## src/rtl/ft600_rx_unpack_if.sv

```systemverilog
// Word stream from the FT600 RX unpacker to the command/data logic.
// Valid/ready handshake; last marks the final word of a buffer.
interface ft600_rx_unpack_if;
    logic [15:0] out_data;
    logic        out_valid;
    logic        out_ready;
    logic        out_last;

    modport master (output out_data, output out_valid, output out_last, input out_ready);
    modport slave  (input out_data, input out_valid, input out_last, output out_ready);
endinterface

```

## src/rtl/ft600_rx_unpack.sv

```systemverilog
// Snapshots each completed FT600 rx_buf and streams it out as 16-bit words,
// counting buffers lost when the consumer falls behind the FT600.
module ft600_rx_unpack #(
    parameter int RX_BUF_WIDTH = 4
) (
    input  logic                           clk,
    input  logic                           rst,
    input  logic [(8<<RX_BUF_WIDTH)-1:0]   rx_buf,
    input  logic [3:0]                     rx_buf_written,
    ft600_rx_unpack_if.master              out_if,
    output logic                           busy,
    output logic                           overflow,
    output logic [7:0]                     drop_count,
    input  logic                           clear_overflow
);
    localparam int BUF_BITS = 8 << RX_BUF_WIDTH;
    localparam int NWORDS   = BUF_BITS / 16;
    localparam int IDXW     = (NWORDS > 1) ? $clog2(NWORDS) : 1;
    localparam logic [IDXW-1:0] LAST_IDX = IDXW'(NWORDS - 1);

    typedef enum logic {IDLE, STREAM} state_t;

    state_t                state_q, state_d;
    logic [3:0]            wr_q;
    logic [3:0]            rd_seq_q, rd_seq_d;
    logic [IDXW-1:0]       idx_q, idx_d;
    logic [BUF_BITS-1:0]   shadow_q, shadow_d;
    logic                  valid_q, valid_d;
    logic                  last_q, last_d;
    logic [15:0]           data_q, data_d;
    logic                  ovf_q, ovf_d;
    logic [7:0]            drop_q, drop_d;
    logic [3:0]            diff;
    logic [7:0]            drop_base;
    logic [8:0]            drop_sum;
    logic                  loss;

    assign diff      = wr_q - rd_seq_q;
    // A loss in the same cycle as a clear restarts the count rather than adding to it.
    assign drop_base = clear_overflow ? 8'd0 : drop_q;
    assign drop_sum  = {1'b0, drop_base} + 9'(diff) - 9'd1;

    always_comb begin
        state_d  = state_q;
        rd_seq_d = rd_seq_q;
        idx_d    = idx_q;
        shadow_d = shadow_q;
        valid_d  = valid_q;
        last_d   = last_q;
        data_d   = data_q;
        ovf_d    = ovf_q;
        drop_d   = drop_q;
        loss     = 1'b0;
        case (state_q)
            IDLE: begin
                if (diff != 4'd0) begin
                    shadow_d = rx_buf;
                    rd_seq_d = wr_q;
                    idx_d    = '0;
                    valid_d  = 1'b1;
                    data_d   = rx_buf[15:0];
                    last_d   = (LAST_IDX == '0);
                    state_d  = STREAM;
                    if (diff >= 4'd2) begin
                        loss   = 1'b1;
                        ovf_d  = 1'b1;
                        drop_d = drop_sum[8] ? 8'hff : drop_sum[7:0];
                    end
                end
            end
            STREAM: begin
                if (out_if.out_ready) begin
                    if (last_q) begin
                        valid_d = 1'b0;
                        last_d  = 1'b0;
                        idx_d   = '0;
                        state_d = IDLE;
                    end else begin
                        idx_d  = idx_q + IDXW'(1);
                        data_d = shadow_q[{idx_d, 4'b0000} +: 16];
                        last_d = (idx_d == LAST_IDX);
                    end
                end
            end
            default: state_d = IDLE;
        endcase
        if (clear_overflow && !loss) begin
            ovf_d  = 1'b0;
            drop_d = 8'd0;
        end
    end

    always_ff @(posedge clk or posedge rst) begin
        if (rst) begin
            state_q  <= IDLE;
            wr_q     <= 4'd0;
            rd_seq_q <= 4'd0;
            idx_q    <= '0;
            shadow_q <= '0;
            valid_q  <= 1'b0;
            last_q   <= 1'b0;
            data_q   <= 16'd0;
            ovf_q    <= 1'b0;
            drop_q   <= 8'd0;
        end else begin
            state_q  <= state_d;
            wr_q     <= rx_buf_written;
            rd_seq_q <= rd_seq_d;
            idx_q    <= idx_d;
            shadow_q <= shadow_d;
            valid_q  <= valid_d;
            last_q   <= last_d;
            data_q   <= data_d;
            ovf_q    <= ovf_d;
            drop_q   <= drop_d;
        end
    end

    assign out_if.out_data  = data_q;
    assign out_if.out_valid = valid_q;
    assign out_if.out_last  = last_q;
    assign busy             = (state_q == STREAM);
    assign overflow         = ovf_q;
    assign drop_count       = drop_q;
endmodule
```

## src/flat_wrapper.sv

```systemverilog
// flat-port wrapper written by rule: the top's interface ports become plain ports
module ft600_rx_unpack_flat 
#(
    parameter int RX_BUF_WIDTH = 4
)
  (clk, rst, rx_buf, rx_buf_written, busy, overflow, drop_count, clear_overflow, out_if_out_data, out_if_out_valid, out_if_out_last, out_if_out_ready);
  ft600_rx_unpack_if out_if_i ();
  input  logic clk;
  input  logic rst;
  input  logic [(8<<RX_BUF_WIDTH)-1:0] rx_buf;
  input  logic [3:0] rx_buf_written;
  output logic busy;
  output logic overflow;
  output logic [7:0] drop_count;
  input  logic clear_overflow;
  output wire logic [$bits(out_if_i.out_data)-1:0] out_if_out_data;
  output wire logic [$bits(out_if_i.out_valid)-1:0] out_if_out_valid;
  output wire logic [$bits(out_if_i.out_last)-1:0] out_if_out_last;
  input wire logic [$bits(out_if_i.out_ready)-1:0] out_if_out_ready;
  assign out_if_out_data = out_if_i.out_data;
  assign out_if_out_valid = out_if_i.out_valid;
  assign out_if_out_last = out_if_i.out_last;
  assign out_if_i.out_ready = out_if_out_ready;
  ft600_rx_unpack #(.RX_BUF_WIDTH(RX_BUF_WIDTH)) u_core (.clk(clk), .rst(rst), .rx_buf(rx_buf), .rx_buf_written(rx_buf_written), .out_if(out_if_i), .busy(busy), .overflow(overflow), .drop_count(drop_count), .clear_overflow(clear_overflow));
endmodule
```

## config.mk

```make
export PLATFORM = sky130hd
export DESIGN_NAME = ft600_rx_unpack_flat
export DESIGN_NICKNAME = d
export VERILOG_FILES = /design/src/rtl/ft600_rx_unpack_if.sv /design/src/rtl/ft600_rx_unpack.sv /design/src/flat_wrapper.sv
export SDC_FILE = /design/constraint.sdc
export NUM_CORES = 1
export LEC_CHECK = 0
export BUFFER_PORTS_ARGS = -buffer_cell sky130_fd_sc_hd__buf_2
export CAP_MARGIN = 30
export CORE_UTILIZATION = 57
export CTS_BUF_LIST = sky130_fd_sc_hd__clkbuf_8
export DETAILED_ROUTE_END_ITERATION = 12
export GPL_ROUTABILITY_DRIVEN = 0
export PLACE_DENSITY = 0.87
export SYNTH_ARGS = -nofsm -noshare
export SYNTH_HDL_FRONTEND = slang
export SYNTH_SLANG_ARGS = --single-unit
```

## constraint.sdc

```tcl
create_clock -name clk -period 6.4 [get_ports clk]
set_input_delay 0.96 -clock clk [delete_from_list [all_inputs] [get_ports clk]]
set_output_delay 0.96 -clock clk [all_outputs]
set_load 0.01 [all_outputs]
```

After elaboration in Yosys (flattened, before gate mapping)
Cells that the tools add are included.
{"block": "totals", "out_inout_bits": 28, "reg_bits": 167, "word_cells": 66, "input_bits": 136}
{"block": "classes", "n_bitwise": 1, "n_shift": 1, "n_lt_le_gt_ge": 1, "muxes": 33, "reduce_logical": 10, "add_sub_neg": 4, "eq_ne": 6}
{"op": "$shiftx 128x8->16", "count": 1}
{"op": "$mux 16", "count": 3}
{"op": "$mux 8", "count": 6}
{"op": "$pmux 16 s2", "count": 1}
{"op": "$mux 1", "count": 16}
{"op": "$add 8x4->9", "count": 1}
{"op": "$mux 3", "count": 3}
{"op": "$reduce_and 3->1", "count": 3}
{"op": "$sub 9x1->9 const B", "count": 1}
{"op": "$ne 2x2->1 const B", "count": 4}
{"op": "$pmux 1 s2", "count": 3}
{"op": "$pmux 3 s2", "count": 1}
{"op": "$ge 4x2->1 const B", "count": 1}
{"op": "$reduce_and 2->1", "count": 2}
{"op": "$reduce_bool 2->1", "count": 2}
{"op": "$reduce_bool 4->1", "count": 1}
{"op": "$sub 4x4->4", "count": 1}
{"op": "$add 3x1->3 const B", "count": 1}
{"op": "$eq 3x3->1 const B", "count": 1}
{"op": "$ne 2x1->1 const B", "count": 1}
{"op": "$logic_and 1x1->1", "count": 1}
{"op": "$logic_not 1->1", "count": 1}
{"op": "$not 1->1", "count": 1}

Longest topological paths before layout
{"block": "logic_depth", "word_depth": 9, "ltp_mapped": 14, "depth_no_buf": 14}

Least setup slack after synthesis
Ideal clock, no wire load.
{"block": "synth_timing", "path_type": "in2reg", "from": "input clear_overflow", "to": "register u_core.drop_q[7], in the netlist u_core.drop_count[7]", "required_time_ns": 6.276, "path_slack_ns": 3.434, "t_arrival_ns": 2.842, "stages": 10, "n_path_buf": 0, "setup_ns": 0.124, "cell_sequence": "nand2b_1 ha_1 inv_1 ha_1 fa_1 a211oi_1 o21bai_1 a21oi_1 xnor2_1 o31a_1"}
{"block": "synth_via", "elab_chain_cells": 8, "elab_cells_between_ends": 13, "classes_between": "add/sub (2); eq/ne (1); mux (6); reduce/logical (4)"}
{"element": "start, declared", "line_no": "flat_wrapper.sv:15", "source": "input logic clear_overflow;"}
{"element": "$mux 8", "line_no": "ft600_rx_unpack.sv:40", "source": "assign drop_base = clear_overflow ? 8'd0 : drop_q;"}
{"element": "$add 8x4->9", "line_no": "ft600_rx_unpack.sv:41", "source": "assign drop_sum = {1'b0, drop_base} + 9'(diff) - 9'd1;"}
{"element": "$sub 9x1->9", "line_no": "ft600_rx_unpack.sv:41"}
{"element": "$mux 8", "line_no": "ft600_rx_unpack.sv:67", "source": "drop_d = drop_sum[8] ? 8'hff : drop_sum[7:0];"}
{"element": "$mux 8", "line_no": "ft600_rx_unpack.sv:64", "source": "if (diff >= 4'd2) begin"}
{"element": "$mux 8", "line_no": "ft600_rx_unpack.sv:56", "source": "if (diff != 4'd0) begin"}
{"element": "$mux 8", "line_no": "ft600_rx_unpack.sv:54", "source": "case (state_q)"}
{"element": "$mux 8", "line_no": "ft600_rx_unpack.sv:87", "source": "if (clear_overflow && !loss) begin"}
{"element": "end signal, assigned", "line_no": "ft600_rx_unpack.sv:115", "source": "drop_q <= drop_d;"}
{"element": "end, declared", "line_no": "ft600_rx_unpack.sv:32", "source": "logic [7:0] drop_q, drop_d;"}
Parallel ways exist; a longest one is shown, timed or not. The select of a mux whose other input is x is not followed.
A chain may end at the register's enable or synchronous reset.

Worst setup path in the final report
{"block": "layout_timing", "from": "register u_core.wr_q[2]", "to": "register u_core.drop_q[6], in the netlist u_core.drop_count[6]"}
{"block": "layout_via", "elab_chain_cells": 9, "elab_cells_between_ends": 19, "classes_between": "add/sub (3); order compare (1); eq/ne (1); mux (8); reduce/logical (6)"}
{"element": "start, declared", "line_no": "ft600_rx_unpack.sv:24", "source": "logic [3:0] wr_q;"}
{"element": "start signal, assigned", "line_no": "ft600_rx_unpack.sv:107", "source": "wr_q <= rx_buf_written;"}
{"element": "$sub 4x4->4 *", "line_no": "ft600_rx_unpack.sv:38", "source": "assign diff = wr_q - rd_seq_q;"}
{"element": "branches (longest 8 deep; another with $add 8x4->9)"}
Mark *: on every way between the ends. The select of a mux whose other input is x is not followed.

==> results.sh <==
export IMPL_synth_cells=551
export IMPL_core_region_area_um2=13500
export IMPL_io_buffer_count=163
export IMPL_routed_wl_mm=17.5
export IMPL_fin_crit_sh=0.544
export IMPL_finalPower_mw=5.42
export IMPL_fin_worst_skew_ps=7.30
export IMPL_worstReg2RegStart="u_core.wr_q[2]"
export IMPL_critical_path_top_delay_family="compound AO/OA/AOI/OAI gates"
export IMPL_p_leak_nw=4.30
export IMPL_synth_warnings=0
export IMPL_cts_tree="done"
export IMPL_clk_latency_ps=450
export IMPL_ys_types=37
export IMPL_min_to="u_core.shadow_q[83]"
export IMPL_yosysMostFrequentCell="dfrtp_1"
export IMPL_final_setup_viol_count=0
export IMPL_areaGrowthSynthToFinish_pct=17.0
export IMPL_vias_per_cell=5.67
export IMPL_finish_utilization=0.693
export IMPL_cpMostUsedCell="ha_1"
export IMPL_syn_cell_area_um2=7960
export IMPL_hp_start="u_core.shadow_q[83]"
export IMPL_critical_path_required_ps=6790
export IMPL_r2r_cells=12
export IMPL_dr_total_vias=5083
export IMPL_hold_ws_ps=505
export IMPL_grt_pass1_wl_mm=28.4
export IMPL_post_cts_resized=0
export IMPL_max_cap_violations=0
export IMPL_ys_ff_latch=167
export IMPL_synth_main_ff_cell="dfrtp_1"
export IMPL_p_clk_frac=0.152
export IMPL_crit_fanout=8
export IMPL_yosys_area_top_type_share=0.525
export IMPL_timing_fmax_ghz=0.287
export IMPL_syn_nets=705
export IMPL_tightest_slew_ps=1010
export IMPL_cts_root_buf="clkbuf_8"
export IMPL_dr_pass1_iters=5
export IMPL_p_switching_mw=1.89
export IMPL_crit_chain="ha_1 -> nand3b_1 -> a21oi_1 -> nor2_1 -> ha_1 -> inv_1 -> ha_1 -> o211ai_1 -> o21ai_0 -> a31oi_1 -> xnor2_1 -> o31a_1"
export IMPL_grt_setup_unrepaired="no"
export IMPL_ios=164
export IMPL_nets=863
export IMPL_cts_num_sinks=167
export IMPL_whs_path_depth=1
export IMPL_ys_seq_area_frac=0.525
export IMPL_cts_max_level=4
export IMPL_max_stage_delay_ps=560
export IMPL_grt_overflow_total=0
export IMPL_antenna_left=0
export IMPL_place_area_um2=8880
export IMPL_async_flop_share=1.00
export IMPL_cts_clk_slew_worst_paths_ps=80
export IMPL_pwr_share_seq=0.346
export IMPL_die_width_um=120
export IMPL_synth_commonest_cells="dfrtp_1, mux2_2, mux4_2, a21oi_1, inv_1"
export IMPL_internal_power_mw=3.53
export IMPL_grt_pass1_vias=5616
export IMPL_ir_drop_uv=287
export IMPL_dp_hpwl_mm=12.5
export IMPL_finalNonFillerCells=896
export IMPL_start_kind="flop"
export IMPL_drc=0
export IMPL_grt_usage=0.263
export IMPL_ys_top_cells_by_area="dfrtp_1, mux2_2, mux4_2"
export IMPL_drt_iter0_markers=318
export IMPL_die_y_um=120
export IMPL_path_class="flop to flop"
export IMPL_num_antenna_cells=0
export IMPL_setup_tns_ps=0
export IMPL_cts_hold_buf=0
export IMPL_netSwitchingFraction=0.348
export IMPL_wl_per_cell_um=19.5
export IMPL_rows=42
export IMPL_synth_edf_count=0
export IMPL_r2r_end="u_core.drop_count[6]"
export IMPL_hold_viol=0
export IMPL_synth_top_area_cell="dfrtp_1"
export IMPL_cp_arrival_ps=3870
export IMPL_reg2reg_slack_ps=2920
export IMPL_slew_viol_final=0
export IMPL_status="complete, no violations"
export IMPL_post_cts_buffers=0
export IMPL_initial_utilization=0.592
export IMPL_critPathSlowestCell="xnor2_1"
export IMPL_avgSynthCellArea_um2=14.5
export IMPL_drive_gt1_frac=0.538
export IMPL_power_frac_comb=0.502
export IMPL_setup_ws_ps=2920
export IMPL_fin_crit_ps=3480
export IMPL_grt_max_degree=97
export IMPL_crit_buf_inv=1
export IMPL_place_ws_ps=3040
export IMPL_cp_end_kind="flop"
export IMPL_power_density_nw_per_um2=582
export IMPL_grt_antenna_before_repair=0
export IMPL_min_path_type="flop to flop"
export IMPL_cts_buffers=17
export IMPL_postLayoutCellArea_um2=9320
export IMPL_relSlewSlack=0.322
export IMPL_die_area_um2=14400
export IMPL_cts_max_path_buffers=2
export IMPL_dp_cells=866
## registers in the layout (all words and copies together) (netlist names)
register	count
u_core.shadow_q	128
u_core.out_if.out_valid	1
u_core.wr_q	4
u_core.out_if.out_data	16
u_core.busy	1
u_core.idx_q	3
u_core.out_if.out_last	1
u_core.rd_seq_q	4
u_core.overflow	1
u_core.drop_count	8
## worst max-delay path by stage
stage | from | to | slack [ps] | depth (start not counted)
global placement | u_core.wr_q[0] | u_core.rd_seq_q[0] | 3120 | 9
CTS | u_core.wr_q[2] | u_core.drop_count[3] | 3000 | 12
finish | u_core.wr_q[2] | u_core.drop_count[6] | 2920 | 12
global route | u_core.wr_q[2] | u_core.drop_count[4] | 2690 | 12
floorplan | rst | u_core.busy | 920 | 1
detailed placement | u_core.wr_q[2] | u_core.drop_count[4] | 3040 | 12
## power groups by stage
| stage | Sequential [mW] | Clock (mW) | Combinational, mW |
|---|---|---|---|
| floorplan | 1.83 | 0 | 2.10 |
| global placement | 1.84 | 0 | 2.58 |
| detailed placement | 1.89 | 0 | 2.72 |
| CTS | 1.87 | 0.840 | 2.74 |
| global route | 1.93 | 0.890 | 2.96 |
| finish | 1.87 | 0.826 | 2.72 |
## cells by family after synthesis
| group | synth area share |
|---|---|
| AOI/OAI and AO/OA | 0.0435 |
| xor gates and xnor gates | 0.0108 |
| adders and majority gates | 0.0302 |
| buffers and inverters | 0.0347 |
| DFF | 0.525 |
| muxes | 0.324 |
| and+or+nand+nor | 0.0314 |
## layer usage
| metal | global-route usage | wire, um |
|---|---|---|
| met5 | 0 | 0 |
| met4 | 0.129 | 569 |
| met3 | 0.0660 | 948 |
| met2 | 0.449 | 9210 |
| met1 | 0.310 | 6770 |
## final cells by class
class / instances / area [um^2]
tap: 176 / 220
clock buffer: 21 / 289
clock inverter: 9 / 148
multi-input combinational: 331 / 3510
inverter: 22 / 87.6
timing repair buffer: 170 / 881
fill: 970 / 4140
sequential: 167 / 4180
## cells in the final DEF (no fill, tap or decap), types with 9 or more instances in the layout
| cell | count |
|---|---|
| a21oi_1 | 22 |
| buf_2 | 163 |
| clkbuf_8 | 21 |
| dfrtp_1 | 166 |
| ha_1 | 15 |
| inv_1 | 21 |
| mux2_2 | 137 |
| mux2_4 | 10 |
| mux2i_1 | 17 |
| mux4_2 | 32 |
| nand2_1 | 21 |
| nor2_1 | 18 |
| o21ai_0 | 9 |
(Power assumes the default switching activity.)
